**config.mk**
```make
export PLATFORM = sky130hd
export DESIGN_NAME = pll_lock_sequencer
export DESIGN_NICKNAME = d
export VERILOG_FILES = /design/src/rtl/pll_lock_sequencer.sv
export SDC_FILE = /design/constraint.sdc
export NUM_CORES = 1
export LEC_CHECK = 0
export BUFFER_PORTS_ARGS = -buffer_cell sky130_fd_sc_hd__buf_2
export CORE_ASPECT_RATIO = 1.1
export CORE_MARGIN = 2
export CORE_UTILIZATION = 39
export DETAILED_ROUTE_END_ITERATION = 10
export SLEW_MARGIN = 15
export SYNTH_ARGS = -nofsm -noshare
export SYNTH_HDL_FRONTEND = slang
export SYNTH_SLANG_ARGS = --single-unit
```
**constraint.sdc**
```tcl
create_clock -name clk_74a -period 2.28 [get_ports clk_74a]
set_input_delay 0.342 -clock clk_74a [delete_from_list [all_inputs] [get_ports clk_74a]]
set_output_delay 0.342 -clock clk_74a [all_outputs]
set_load 0.02 [all_outputs]
```
**src/rtl/pll_lock_sequencer.sv**
```systemverilog
// PLL reset / lock-qualification sequencer owning the core reset release.
// Optional build macro PLL_LOSS_FILTER_EN: debounce loss-of-lock while in RUN.
module pll_lock_sequencer #(
  parameter int unsigned RST_CYCLES         = 16,
  parameter int unsigned TIMEOUT_CYCLES     = 742500,
  parameter int unsigned STABLE_CYCLES      = 1024,
  parameter int unsigned MAX_RETRIES        = 7,
  parameter int unsigned LOSS_FILTER_CYCLES = 4
) (
  input  logic                               clk_74a,
  input  logic                               reset_n,
  input  logic                               pll_locked,
  input  logic                               relock_req,
  output logic                               relock_ack,
  output logic                               pll_rst,
  output logic                               core_reset_n,
  output logic                               ready,
  output logic                               fail,
  output logic [$clog2(MAX_RETRIES+1)-1:0]   retry_cnt,
  output logic [2:0]                         state
);

  localparam int unsigned RW      = $clog2(MAX_RETRIES + 1);
  localparam int unsigned CNT_MAX =
    (TIMEOUT_CYCLES > RST_CYCLES) ?
      ((TIMEOUT_CYCLES > STABLE_CYCLES) ? TIMEOUT_CYCLES : STABLE_CYCLES) :
      ((RST_CYCLES > STABLE_CYCLES) ? RST_CYCLES : STABLE_CYCLES);
  localparam int unsigned CW      = $clog2(CNT_MAX + 1);

  if (RST_CYCLES < 1 || TIMEOUT_CYCLES < 1 || STABLE_CYCLES < 1 ||
      LOSS_FILTER_CYCLES < 1) begin : g_param_check
    $error("pll_lock_sequencer: cycle parameters must be at least 1");
  end

  typedef enum logic [2:0] {
    S_RESET  = 3'd0,
    S_WAIT   = 3'd1,
    S_STABLE = 3'd2,
    S_RUN    = 3'd3,
    S_FAIL   = 3'd4
  } state_t;

  state_t          r_state, w_state_nxt;
  logic [CW-1:0]   r_cnt, w_cnt_nxt;
  logic [RW-1:0]   r_retry, w_retry_nxt;
  logic            r_sync1, r_sync2;
  logic            w_ack_nxt;
  logic            w_loss;
  logic            r_pll_rst, r_core_reset_n, r_ready, r_fail, r_ack;

  // pll_locked is asynchronous to the reference clock
  always_ff @(posedge clk_74a or negedge reset_n) begin
    if (!reset_n) begin
      r_sync1 <= 1'b0;
      r_sync2 <= 1'b0;
    end else begin
      r_sync1 <= pll_locked;
      r_sync2 <= r_sync1;
    end
  end

`ifdef PLL_LOSS_FILTER_EN
  localparam int unsigned LW = $clog2(LOSS_FILTER_CYCLES + 1);
  logic [LW-1:0] r_loss_cnt, w_loss_cnt_nxt;

  always_comb begin
    w_loss         = 1'b0;
    w_loss_cnt_nxt = '0;
    if (r_state == S_RUN && !r_sync2) begin
      if (r_loss_cnt == LW'(LOSS_FILTER_CYCLES - 1))
        w_loss = 1'b1;
      else
        w_loss_cnt_nxt = r_loss_cnt + 1'b1;
    end
  end

  always_ff @(posedge clk_74a or negedge reset_n) begin
    if (!reset_n) r_loss_cnt <= '0;
    else          r_loss_cnt <= w_loss_cnt_nxt;
  end
`else
  assign w_loss = ~r_sync2;
`endif

  always_comb begin
    w_state_nxt = r_state;
    w_cnt_nxt   = r_cnt;
    w_retry_nxt = r_retry;
    w_ack_nxt   = 1'b0;
    case (r_state)
      S_RESET: begin
        if (r_cnt == CW'(RST_CYCLES - 1)) w_state_nxt = S_WAIT;
        else                              w_cnt_nxt   = r_cnt + 1'b1;
      end
      S_WAIT: begin
        if (r_sync2) begin
          w_state_nxt = S_STABLE;
        end else if (r_cnt == CW'(TIMEOUT_CYCLES - 1)) begin
          if (r_retry == RW'(MAX_RETRIES)) begin
            w_state_nxt = S_FAIL;
          end else begin
            w_retry_nxt = r_retry + 1'b1;
            w_state_nxt = S_RESET;
          end
        end else begin
          w_cnt_nxt = r_cnt + 1'b1;
        end
      end
      S_STABLE: begin
        if (!r_sync2)                            w_state_nxt = S_WAIT;
        else if (r_cnt == CW'(STABLE_CYCLES - 1)) w_state_nxt = S_RUN;
        else                                     w_cnt_nxt   = r_cnt + 1'b1;
      end
      S_RUN: begin
        // a request coinciding with a loss still gets its ack; one transition only
        if (relock_req) begin
          w_ack_nxt   = 1'b1;
          w_retry_nxt = '0;
          w_state_nxt = S_RESET;
        end else if (w_loss) begin
          w_retry_nxt = '0;
          w_state_nxt = S_RESET;
        end
      end
      S_FAIL: begin
        if (relock_req) begin
          w_ack_nxt   = 1'b1;
          w_retry_nxt = '0;
          w_state_nxt = S_RESET;
        end
      end
      default: w_state_nxt = S_RESET;
    endcase
    if (w_state_nxt != r_state) w_cnt_nxt = '0;
  end

  always_ff @(posedge clk_74a or negedge reset_n) begin
    if (!reset_n) begin
      r_state        <= S_RESET;
      r_cnt          <= '0;
      r_retry        <= '0;
      r_pll_rst      <= 1'b1;
      r_core_reset_n <= 1'b0;
      r_ready        <= 1'b0;
      r_fail         <= 1'b0;
      r_ack          <= 1'b0;
    end else begin
      r_state        <= w_state_nxt;
      r_cnt          <= w_cnt_nxt;
      r_retry        <= w_retry_nxt;
      r_pll_rst      <= (w_state_nxt == S_RESET) || (w_state_nxt == S_FAIL);
      r_core_reset_n <= (w_state_nxt == S_RUN);
      r_ready        <= (w_state_nxt == S_RUN);
      r_fail         <= (w_state_nxt == S_FAIL);
      r_ack          <= w_ack_nxt;
    end
  end

  assign relock_ack   = r_ack;
  assign pll_rst      = r_pll_rst;
  assign core_reset_n = r_core_reset_n;
  assign ready        = r_ready;
  assign fail         = r_fail;
  assign retry_cnt    = r_retry;
  assign state        = r_state;

endmodule
```
==> impl_metrics.json <==
{
  "cts.sinks": 32,
  "pwr-share-comb_pct": 41.4,
  "slew_headroom_pct": 51.9,
  "cts_tree": "built",
  "met3_usage_pct": 3.54,
  "switchingPower_mw": 0.799,
  "synth.largest_area_cell": "dfrtp_1",
  "max_freq_ghz": 0.450,
  "clkTransAtPathRegs_ns": 0.07,
  "endpoint_kind": "flip-flop",
  "vias": 1777,
  "setup_ws_ns": 0.0577,
  "clock_skew_ns": 0.00839,
  "synth-edff-count": 0,
  "setup_viol": 0,
  "io_pins": 15,
  "port_buffers": 14,
  "final_cells": 299,
  "slowest_stage": "or4_2",
  "synth_area_mm2": 0.00203,
  "synth_top_area_share_pct": 38.3,
  "synth_flop_cell": "dfrtp_1",
  "cp_slowest_stage_delay_ns": 0.68,
  "worst_hold_slack_ns": 0.104,
  "numCtsBuffers": 5,
  "wl_um": 5010,
  "dp.cells": 288,
  "top_usage_layer": "met2",
  "antenna_cells": 0,
  "p_leak_nw": 1.07,
  "tightest_slew_ns": 0.721,
  "fin_crit_ns": 2.22,
  "dp_slack_ns": 0.0228,
  "use_met1_pct": 25.6,
  "clkPwrFrac_pct": 25.2,
  "yosysUniqueCellTypes": 55,
  "crit_type": "reg2reg",
  "dieArea_mm2": 0.00579,
  "seq_area_frac_synth_pct": 39.6,
  "syn_nets": 208,
  "drt_iter0_markers": 115,
  "grt_use_met2_pct": 29.8,
  "yosys_warnings": 0,
  "grt_start_max_net_pins": 33,
  "multi_input_comb_area_mm2": 0.00116,
  "path_cells": "ha_2, and3_1, and4_1, o2111a_2, or4_2, a211oi_2",
  "crit_buf_inv": 0,
  "htreeDepth": 2,
  "nFillCells": 488,
  "grt_pass1_wl_um": 8430,
  "report.final.slew_viol_count": 0,
  "synthToLayoutAreaGrowth_pct": 23.1,
  "max_cap_violations": 0,
  "synth_seq_cells": 32,
  "drtPass1Iterations": 4,
  "hold_class": "in2async",
  "internal-power_mw": 1.42,
  "die_y_um": 79.6,
  "rsz0062_at_grt": "true",
  "gr-total-overflow": 0,
  "hold_viol_final": 0,
  "dpl.hpwl_um": 3600,
  "postCtsHoldBufs": 0,
  "grt_usage_pct": 18.7,
  "die_w_um": 72.7,
  "p_total_mw": 2.22,
  "postRouteAntennaNets": 0,
  "start_util_pct": 40.5,
  "rrSetupSlack_ns": 0.06,
  "clkLatencyLatePin_ns": 0.29,
  "switching_share_pct": 36.1,
  "max-vdd-ir-drop_uv": 341,
  "min_period_over_period_pct": 97.5,
  "num_rows": 27,
  "core_area_mm2": 0.00500,
  "register_area_um2": 802,
  "place.gp.congestion": 0.837,
  "p_seq_share_pct": 33.4,
  "ctsRootBufferMaster": "clkbuf_8",
  "final_util_pct": 49.9,
  "viasPerCell": 5.94,
  "ys_top_cells_by_area": "dfrtp_1 (38%), a211oi_2 (6.2%), o31ai_1 (5.2%)",
  "wl_per_cell_um": 16.8,
  "status": "completed",
  "synth_area_per_cell_um2": 10.1,
  "arrival_ns": 2.42,
  "start_kind": "flip-flop",
  "layout.nets": 247,
  "synth_cells": 201,
  "critPathTopFamily": "simple AND/OR/NAND/NOR gates",
  "route.detailed.drc": 0,
  "grt_pass1_vias": 1726,
  "cp_max_fo": 7,
  "grt_antenna_before_repair": 0,
  "synthArstFlopShare_pct": 100,
  "p_per_area_mw_per_mm2": 889,
  "drive_gt1_share_pct": 35.7,
  "clk_path_buf_depth": 2,
  "required_ns": 2.48
}
## power by group through the flow
| stage | clock [mW] | combinational (mW) | sequential (mW) |
|---|---|---|---|
| 3_5_place_dp | 0 | 0.873 | 0.746 |
| 5_1_grt | 0.605 | 1.00 | 0.752 |
| 3_3_place_gp | 0 | 0.862 | 0.743 |
| 6_report | 0.559 | 0.918 | 0.740 |
| 4_1_cts | 0.577 | 0.875 | 0.737 |
| 2_1_floorplan | 0 | 0.495 | 0.810 |
## final cells by class
| type | count | area share (%) |
|---|---|---|
| flip-flops and latches | 32 | 32.2 |
| inverters | 3 | 0.452 |
| clock buffers | 5 | 2.76 |
| clock inverters | 3 | 1.86 |
| multi-input cells | 153 | 46.7 |
| well taps | 58 | 2.91 |
| repair buffers | 45 | 13.2 |
## state kept, by name (all words and copies together) (netlist names)
| name | count |
|---|---|
| state | 3 |
| fail | 1 |
| r_sync1 | 1 |
| relock_ack | 1 |
| r_sync2 | 1 |
| ready | 1 |
| pll_rst | 1 |
| retry_cnt | 3 |
| r_cnt | 20 |
## cell usage after synthesis, types with 3 or more instances
master,n
a211oi_1,10
a211oi_2,10
and3_1,4
and4_1,3
buf_2,4
buf_4,4
clkbuf_1,3
dfrtp_1,31
ha_1,3
inv_1,3
mux2i_1,3
nand2_1,12
nand3_1,14
nand4_1,6
nor2_1,7
nor2b_1,4
nor3_1,5
o21a_1,3
o21ai_0,4
o31ai_1,14
or3_1,3
or4_1,11
or4_2,3
## layout by cell type (no fill, tap or decap), drive strengths merged, types with 2 or more instances in the layout
master,instances
buf,45
dfrtp,31
a211oi,20
nand3,14
o31ai,14
or4,14
nand2,12
nor2,7
nand4,6
o21ai,6
nor3,5
clkbuf,5
and3,5
nor2b,4
inv,4
or3,4
and4,3
o21a,3
mux2i,3
or2,3
nor4,3
ha,3
nand3b,2
or4b,2
nor4b,2
o2111a,2
or3b,2
and2,2
## path summary, 6_finish.rpt
path,from,to,cells past startpoint
worst max-delay path,r_cnt[0],r_cnt[5],6
worst min register to register,r_sync1,r_sync2,0
min in group clk_74a,pll_locked,r_sync1,1
worst min-delay path,reset_n,r_cnt[8],1
worst max register to register,r_cnt[0],r_cnt[5],6
max in group asynchronous,reset_n,retry_cnt[1],1
## through the flow
stage | area [um^2] | setup TNS, ns
2_1_floorplan | 2030 | 0
3_3_place_gp | 2310 | 0
3_5_place_dp | 2310 | 0
4_1_cts | 2430 | -0.000562
5_1_grt | 2490 | -0.00718
6_report | 2490 | 0
## timing repair
| item | in CTS | in global routing |
|---|---|---|
| setup buffers | 0 | 1 |
| cloned | 0 | 2 |
| gates resized for setup | 1 | 9 |
| pin swaps | 0 | 8 |
| setup endpoints to repair | 2 | 23 |
## per-layer routing
metal | part of all wire, % | vias up
met5 | 0 | -
met4 | 0.86 | 0
met3 | 2.2 | 4
met2 | 48 | 22
met1 | 49 | 875
li1 | - | 876
## kinds of logic after synthesis
group,count (synthesis),synth area share (%)
fa+ha+maj,3,1.85
mux,4,2.04
buf+inv,17,5.31
flops,32,39.6
compound gates,48,20.0
simple gates,95,30.3
xor+xnor,2,0.865
## worst reg2reg max path, stage by stage (launching register included)
cell	delay (ns)
dfrtp_1	0.39
ha_2	0.19
and3_1	0.15
and4_1	0.16
o2111a_2	0.34
or4_2	0.68
a211oi_2	0.22
No activity file was read; power rests on OpenSTA's default activity.
